===== src/rtl/julia_writer.sv =====
// Pixel writeback stage: queues finished Julia pixels as framebuffer byte writes
// and drains them to the memory bus with a req/ack handshake, back-pressuring the worker.
module julia_writer #(
  parameter int unsigned DEPTH = 4,
  parameter int unsigned H_RES = 640,
  parameter int unsigned V_RES = 480,
  parameter logic [31:0] BASE  = 32'h08000000
) (
  input  logic        clk,
  input  logic        n_rst,
  input  logic        JW_done,
  input  logic [7:0]  pixel,
  input  logic [9:0]  x,
  input  logic [9:0]  y,
  output logic        MC_busy,
  output logic        wr_req,
  output logic [31:0] wr_addr,
  output logic [31:0] wr_data,
  output logic [3:0]  wr_be,
  input  logic        wr_ack,
  output logic        overflow,
  output logic        range_err
);

  localparam int unsigned AW = $clog2(DEPTH);
  localparam int unsigned CW = AW + 1;
  localparam logic [31:0] W_HRES = 32'(H_RES);
  localparam logic [31:0] W_VRES = 32'(V_RES);

  typedef enum logic {S_IDLE, S_REQ} state_t;

  logic [29:0]   r_mem_addr [DEPTH];
  logic [3:0]    r_mem_be   [DEPTH];
  logic [7:0]    r_mem_pix  [DEPTH];
  logic [AW-1:0] r_wptr;
  logic [AW-1:0] r_rptr;
  logic [CW-1:0] r_count;
  state_t        r_state;

  logic [31:0]   w_addr;
  logic [3:0]    w_be;
  logic          w_in_range;
  logic          w_full;
  logic          w_pop;
  logic          w_push;
  logic [AW-1:0] w_rptr_next;

  assign w_addr      = BASE + 32'(y) * W_HRES + 32'(x);
  assign w_be        = 4'b0001 << w_addr[1:0];
  assign w_in_range  = (32'(x) < W_HRES) && (32'(y) < W_VRES);
  assign w_full      = (r_count == CW'(DEPTH));
  assign w_pop       = (r_state == S_REQ) && wr_ack;
  // A pop in the same cycle frees the slot, so a full FIFO can still accept
  assign w_push      = JW_done && w_in_range && (!w_full || w_pop);
  assign w_rptr_next = r_rptr + AW'(1);

  assign MC_busy = w_full;

  always_ff @(posedge clk) begin
    if (n_rst) begin
      r_wptr    <= '0;
      r_rptr    <= '0;
      r_count   <= '0;
      r_state   <= S_IDLE;
      wr_req    <= 1'b0;
      wr_addr   <= '0;
      wr_data   <= '0;
      wr_be     <= '0;
      overflow  <= 1'b0;
      range_err <= 1'b0;
    end else begin
      if (w_push) begin
        r_mem_addr[r_wptr] <= w_addr[31:2];
        r_mem_be[r_wptr]   <= w_be;
        r_mem_pix[r_wptr]  <= pixel;
        r_wptr             <= r_wptr + AW'(1);
      end

      if (w_push && !w_pop)
        r_count <= r_count + CW'(1);
      else if (w_pop && !w_push)
        r_count <= r_count - CW'(1);

      if (JW_done && !w_in_range)
        range_err <= 1'b1;
      else if (JW_done && w_full && !w_pop)
        overflow <= 1'b1;

      case (r_state)
        S_IDLE: begin
          if (r_count != '0) begin
            wr_addr <= {r_mem_addr[r_rptr], 2'b00};
            wr_be   <= r_mem_be[r_rptr];
            wr_data <= {4{r_mem_pix[r_rptr]}};
            wr_req  <= 1'b1;
            r_state <= S_REQ;
          end
        end
        S_REQ: begin
          if (wr_ack) begin
            r_rptr <= w_rptr_next;
            // Head is still counted here; >1 means another entry is already stored
            if (r_count > CW'(1)) begin
              wr_addr <= {r_mem_addr[w_rptr_next], 2'b00};
              wr_be   <= r_mem_be[w_rptr_next];
              wr_data <= {4{r_mem_pix[w_rptr_next]}};
            end else begin
              wr_req  <= 1'b0;
              r_state <= S_IDLE;
            end
          end
        end
        default: r_state <= S_IDLE;
      endcase
    end
  end

endmodule


===== config.mk =====
export PLATFORM = sky130hd
export DESIGN_NAME = julia_writer
export DESIGN_NICKNAME = d
export VERILOG_FILES = /design/src/rtl/julia_writer.sv
export SDC_FILE = /design/constraint.sdc
export NUM_CORES = 1
export LEC_CHECK = 0
export ABC_AREA = 1
export ABC_CLOCK_PERIOD_IN_PS = 5100
export BUFFER_PORTS_ARGS = -buffer_cell sky130_fd_sc_hd__buf_2
export CORE_MARGIN = 5
export CORE_UTILIZATION = 60
export CTS_BUF_LIST = sky130_fd_sc_hd__clkbuf_4 sky130_fd_sc_hd__clkbuf_8 sky130_fd_sc_hd__clkbuf_16
export DETAILED_ROUTE_END_ITERATION = 10
export GPL_ROUTABILITY_DRIVEN = 0
export GPL_TIMING_DRIVEN = 0
export PLACE_DENSITY_LB_ADDON = 0.2
export SKIP_CTS_REPAIR_TIMING = 1
export SLEW_MARGIN = 20
export SYNTH_ARGS = -nofsm -noshare
export SYNTH_HDL_FRONTEND = slang
export SYNTH_SLANG_ARGS = --single-unit

===== constraint.sdc =====
create_clock -name clk -period 5.1 [get_ports clk]
set_clock_uncertainty 0.05 [all_clocks]
set_input_delay 1.02 -clock clk [delete_from_list [all_inputs] [get_ports clk]]
set_output_delay 1.02 -clock clk [all_outputs]
set_load 0.05 [all_outputs]

==> results.md, run 1 <==
- Status: completed
- Clock Root Buffer: clkbuf_16
- Share of the synthesized area in the top cell type: 42.5%
- Worst Hold Launch: overflow
- Most common cell in the netlist: nand2_1
- Slowest CP cell: nor2_4
- DRT iter0 DRCs: 746
- Antenna Diode Count: 0
- Post-Syn Instances: 953
- Worst Reg2Reg Path Length in Cells: 8
- Clock Power Share: 21.8%
- First-pass GRT wire length: 34.1 mm
- Int Pwr: 0.00299 W
- Final non-filler cell area: 0.0102 mm²
- Placeable Area: 0.0144 mm²
- DIE AREA: 0.0171 mm²
- Routed length per instance: 17.5 µm
- Async set-reset flop share out of synthesis: 0%
- CTS H-Tree Depth: 4
- Seq cells post-synth: 169
- WHS Path Cells: 2
- Clock Latency Late Sink: 0.43 ns
- Worst path depth: 9
- Num rows: 44
- Hold WC Path Type: reg2reg
- Final nets: 1143
- Synth warn: 0
- Die Ht: 131 µm
- DR vias/cell: 5.82
- Total wire length: 22.3 mm
- P_sw: 0.00237 W
- Reg-to-Reg Start: r_count[0]
- Area Overhead vs Synth: 16.1%
- Switching part of the total: 44.2%
- Comb pwr share: 45.6%
- Commonest cells in the synthesized netlist: 195 x nand2_1, 124 x edfxtp_1, 88 x inv_1
- DRC violations left: 0
- PortBufs: 90
- Crit path buffers/inverters: 3
- Clock transition at path regs: 0.06 ns
- Leak: 4.34 nW
- Placed Area: 0.00963 mm²
- Finished Layout Cells: 1278
- Required time of the critical path: 5.19 ns
- Fin. Hold Viols: 0
- Vias in the first global route: 6791
- Ys flop type: edfxtp_1
- Max IR drop VDD: 0.302 mV
- Arrival time at the worst endpoint: 3.31 ns
- Share of layout cells above drive strength 1: 18.8%
- Max frequency: 310 MHz
- Detailed placer's ending HPWL: 15.3 mm
- Pin count of the biggest net entering global routing: 23
- Worst Setup End Kind: flip-flop
- Worst Setup Path Type: in2reg
- Via Count: 7443
- Initial Util: 60.7%
- Critical path cell sequence: buf_2, o21ai_0, nand3_1, nor2_1, o21ai_0, inv_1, nand2_1, nor2_4, buf_16
- Power Density: 527 mW/mm²
- Tot Pwr: 0.00535 W
- Initial antenna violation count: 0
- Startpoint types: primary input
- Post-synthesis sequential area ratio: 52.8%
- Die Wd: 131 µm
- I/O pins: 104
- Placed Cells: 1246
- Avg Inst Size Synth: 9.19 µm²
- Period minus WS final: 3.23 ns
- Setup Viol. Count Final: 0
- Clock sinks: 169
- GRT Total Usage: 26.2%
- Setup tns final: 0 ns
- Top post-synthesis cells by area: edfxtp_1 43%, dfxtp_1 10%, nand2_1 8.4%, o21ai_0 4.6%, ha_1 4.0%
- Synth area leader: edfxtp_1
- Max-cap violations: 0
- Crit path from: x[8]
- RSZ-0062 raised after global routing: no
- Clk buf depth: 2
- R2r setup slk: 2.49 ns
- Number of enable flip-flop cells after synthesis: 124
- Worst slew margin: 50.3%
- DRT Pass-1 Iters: 5
- Fin. max-slew vios: 0
- Register share of total power: 32.6%
- Crit-path max cell delay: 0.66 ns
- Unique cell type count in the Yosys netlist: 40
- Crit path max fanout: 18
- Grt ovf: 0
- Mapped Area: 0.00876 mm²
- Worst slew pin tran: 0.744 ns
- Post-DRT Antenna Nets: 0
- CP top delay family: simple AND/OR/NAND/NOR gates
- Fin crit share: 63.3%
- TritonCTS clock tree: built
- CTS Buf Count: 17
- Most common cell on crit path: o21ai_0
## per-layer routing
metal,wire [µm],GRT usage (%)
met1,8730,33.3
met2,10700,44.3
met3,2410,5.41
met4,496,9.80
met5,0,0
## worst register-to-register path: stages, from the launching register on
cell	delay, ns
dfxtp_1	0.38
inv_1	0.11
ha_1	0.23
nand2_1	0.09
o21ai_0	0.18
inv_1	0.13
nand2_1	0.23
nor2_4	0.66
buf_16	0.25
## through the flow
step	setup WS (ns)	utilization, %	hold WS [ns]
2_1_floorplan	1.58	-	0.436
3_3_place_gp	-0.186	65.8	0.387
3_5_place_dp	1.39	66.7	0.392
4_1_cts	1.84	70.5	0.403
5_1_grt	1.66	70.5	0.416
6_report	1.87	70.5	0.404
## flip-flops by register name, summed over array words and instances (netlist names), named ones only
name / cells
r_mem_addr: 76
r_mem_pix: 32
wr_addr: 20
r_mem_be: 16
wr_data: 8
wr_be: 4
r_count: 3
r_rptr: 2
r_wptr: 2
overflow: 1
r_state: 1
range_err: 1
wr_req: 1
## cell usage in the layout, fill, tap and decap left out, types with 3 or more instances in the layout
cell,netlist,final
o22ai_1,13,13
o21ai_0,81,81
dfxtp_1,45,45
buf_6,6,6
or2_2,7,7
a21boi_0,6,6
o31ai_1,6,6
o21a_1,7,7
inv_6,0,3
nor2_1,66,62
clkinv_1,2,3
nand4_1,9,9
nor2_4,0,4
a22oi_1,13,13
a21oi_2,6,6
a22o_1,5,5
clkbuf_1,28,28
buf_4,38,38
o221ai_1,6,6
a21oi_1,51,51
clkinv_2,0,5
xor2_1,6,6
clkbuf_16,0,17
nand3_1,59,59
nand2_1,195,195
buf_16,0,3
ha_1,28,28
o211ai_1,24,24
conb_1,1,16
inv_1,88,88
xnor2_1,4,4
edfxtp_1,124,124
buf_2,12,102
## final cells by class
type | count | area (µm²)
tap | 184 | 230
clock buffer | 18 | 439
clock inverter | 14 | 98.8
timing repair buffer | 94 | 553
multi-input combinational | 620 | 3340
buffer | 86 | 526
inverter | 93 | 354
fill | 1101 | 4260
sequential | 169 | 4620
## path summary, 6_finish.rpt
path | end
min reg2reg | overflow
max | r_mem_addr[0][18]
min | overflow
max reg2reg | r_mem_addr[0][18]
## power groups by stage
| stage | Clock (W) | Sequential [W] | Combinational, W |
|---|---|---|---|
| after floorplan | 0 | 0.00220 | 0.00140 |
| after global placement | 0 | 0.00177 | 0.00238 |
| after detailed placement | 0 | 0.00178 | 0.00241 |
| after CTS | 0.00117 | 0.00175 | 0.00242 |
| after global routing | 0.00124 | 0.00176 | 0.00260 |
| final | 0.00117 | 0.00174 | 0.00244 |
## kinds of logic after synthesis
kind of cell | share of synthesized area (%)
adders and majority gates | 4.46
xor gates and xnor gates | 1.00
DFF | 52.8
buffers and inverters | 10.0
AOI/OAI and AO/OA | 15.6
and+or+nand+nor | 16.1
other | 0.0428
Power figures use the tool's default switching activity.
==> inputs of run 2 (changes only) <==
--- a/config.mk
+++ b/config.mk
@@ -6,10 +6,10 @@
 export NUM_CORES = 1
 export LEC_CHECK = 0
 export ABC_AREA = 1
-export ABC_CLOCK_PERIOD_IN_PS = 5100
+export ABC_CLOCK_PERIOD_IN_PS = 3100
 export BUFFER_PORTS_ARGS = -buffer_cell sky130_fd_sc_hd__buf_2
 export CORE_MARGIN = 5
-export CORE_UTILIZATION = 60
+export CORE_UTILIZATION = 59
 export CTS_BUF_LIST = sky130_fd_sc_hd__clkbuf_4 sky130_fd_sc_hd__clkbuf_8 sky130_fd_sc_hd__clkbuf_16
 export DETAILED_ROUTE_END_ITERATION = 10
 export GPL_ROUTABILITY_DRIVEN = 0
==> constraint.sdc (replaced) <==
create_clock -name clk -period 3.1 [get_ports clk]
set_clock_uncertainty 0.05 [all_clocks]
set_input_delay 0.62 -clock clk [delete_from_list [all_inputs] [get_ports clk]]
set_output_delay 0.62 -clock clk [all_outputs]
set_load 0.05 [all_outputs]
==> run 2 against run 1 <==
Compared with the run above: wire length increased by 2.3%; die area is 1.6% higher; critical path type unchanged; cell area is 0.91% higher; largest power group unchanged; flip-flop and latch count is the same; cell count unchanged; global-route usage about the same; setup slack got worse by 1.6 ns.
==> results.md, run 2 (synthesis results as in run 1) <==
- GRT Total Usage: 26.1% (-0.034 points)
- Top reg by flops: r_mem_addr
- Max IR drop VDD: 0.533 mV (+76%)
- Int Pwr: 0.00528 W (+77%)
- Clock Root Buffer: clkbuf_16
- Largest register FFs: 76 (unchanged)
- Required time of the critical path: 3.19 ns (-2.00 ns)
- Clock sinks: 169 (unchanged)
- Reg area: 0.00462 mm² (unchanged)
- Switching part of the total: 42.5% (-1.7 points)
- Top flop regs: r_mem_addr (76), r_mem_pix (32), wr_addr (20)
- Clock transition at path regs: 0.07 ns (about the same)
- Power Density: 894 mW/mm² (+70%)
- I/O pins: 104 (unchanged)
- Share of layout cells above drive strength 1: 18.9% (+0.091 points)
- Commonest non-fill, non-tap cell in the layout: nand2_1
- Routed length per instance: 17.9 µm (+2.3%)
- Total wire length: 22.9 mm (+2.3%)
- CTS H-Tree Depth: 4 (unchanged)
- Post-DRT Antenna Nets: 0 (unchanged)
- Fin. Hold Viols: 0 (unchanged)
- Grt ovf: 0 (unchanged)
- Arrival time at the worst endpoint: 2.91 ns (-0.40 ns)
- P_sw: 0.00389 W (+65%)
- Fill count: 1148 (+4.3%)
- Crit path max fanout: 17 (-1)
- Register share of total power: 31.3% (-1.3 points)
- First-pass GRT wire length: 36.1 mm (+5.9%)
- Finished Layout Cells: 1278 (unchanged)
- DIE AREA: 0.0174 mm² (+1.6%)
- DR vias/cell: 5.75 (-1.2%)
- Max-cap violations: 0 (unchanged)
- CTS Buf Count: 17 (unchanged)
- Fin. max-slew vios: 0 (unchanged)
- Detailed placer's ending HPWL: 15.5 mm (+1.6%)
- Leak: 4.37 nW (+0.83%)
- Die Wd: 132 µm (+0.78%)
- Placeable Area: 0.0145 mm² (+0.76%)
- Initial Util: 60.2% (-0.46 points)
- Clock Power Share: 25.0% (+3.2 points)
- Period minus WS final: 2.83 ns
- Clock Latency Late Sink: 0.44 ns (about the same)
- Placed Cells: 1246 (unchanged)
- Die Ht: 132 µm (+0.78%)
- DRT iter0 DRCs: 842 (+13%)
- Final nets: 1143 (unchanged)
- DRC violations left: 0 (unchanged)
- Status: completed
- Comb pwr share: 43.8% (-1.8 points)
- Pin count of the biggest net entering global routing: 23 (unchanged)
- Initial antenna violation count: 0 (unchanged)
- Area Overhead vs Synth: 17.1%
- Fin crit share: 91.2%
- Setup Viol. Count Final: 0 (unchanged)
- Via Count: 7351 (-1.2%)
- Highest-count cells in the layout ignoring fill and taps: 195 x nand2_1, 124 x edfxtp_1, 102 x buf_2
- TritonCTS clock tree: built
- Worst slew pin tran: 0.706 ns (-0.0383 ns)
- Worst Setup Path Type: in2reg
- DRT Pass-1 Iters: 7 (+2)
- Startpoint types: primary input
- Area of the multi-input gates: 0.00334 mm² (unchanged)
- Tot Pwr: 0.00917 W (+71%)
- RSZ-0062 raised after global routing: no
- Num rows: 44 (unchanged)
- Antenna Diode Count: 0 (unchanged)
- Worst slew margin: 52.9% (+2.7 points)
- Max frequency: 354 MHz
- Hold Slack: 0.345 ns (-0.0583 ns)
- Worst Setup End Kind: flip-flop
- PortBufs: 90 (unchanged)
- Final Util: 70.6% (+0.10 points)
- Clk buf depth: 2 (unchanged)
- Vias in the first global route: 7095 (+4.5%)
- Hold WC Path Type: in2reg
## run 2: layout make-up
cell class	instances	area share (%)
Clock inverter	10	1.65
Multi-Input combinational cell	620	32.5
Timing Repair Buffer	94	5.32
Tap cell	184	2.24
Sequential cell	169	45.1
Clock buffer	22	4.57
Buffer	86	5.12
Inverter	93	3.45
## run 2: worst max-delay path, stage by stage
cell,delay [ns]
buf_2,0.11
o21ai_0,0.23
nand3_1,0.28
nor2_1,0.23
o21ai_0,0.24
inv_1,0.13
nand2_1,0.23
nor2_4,0.58
buf_16,0.24
## run 2: worst paths after layout
kind | cells after the start | endpoint | slack (ns) | startpoint
worst max-delay path | 9 | r_mem_addr[3][5] | 0.27 | x[8]
worst min-delay path | 1 | r_mem_pix[2][3] | 0.35 | pixel[3]
worst min register to register | 2 | overflow | 0.41 | overflow
worst max register to register | 8 | r_mem_addr[3][5] | 0.53 | r_count[0]
## run 2: routing by layer
metal	global-route usage, %	up-vias	part of all wire, %	wire, µm
met5	0	-	0	0
met4	11.6	0	2.7	620
met3	5.73	52	10	2280
met2	43.0	414	48	11000
met1	33.3	3405	39	8990
li1	-	3480	-	-
## run 2: per-stage QoR
step                      instance area, µm²  TNS, ns  setup slack [ns]
after global routing                   10300        0            0.0803
final                                  10300        0             0.272
after global placement                  9490  -214.93             -1.77
after CTS                              10300        0             0.279
after detailed placement                9620    -4.93            -0.131
after floorplan                         8810    -1.92           -0.0155
## run 2: power by group through the flow
| stage | sequential, W | clock (W) | combinational (W) |
|---|---|---|---|
| 3_5_place_dp | 0.00292 | 0 | 0.00398 |
| 4_1_cts | 0.00287 | 0.00229 | 0.00399 |
| 3_3_place_gp | 0.00291 | 0 | 0.00392 |
| 6_report | 0.00287 | 0.00229 | 0.00401 |
| 2_1_floorplan | 0.00362 | 0 | 0.00231 |
| 5_1_grt | 0.00290 | 0.00238 | 0.00430 |
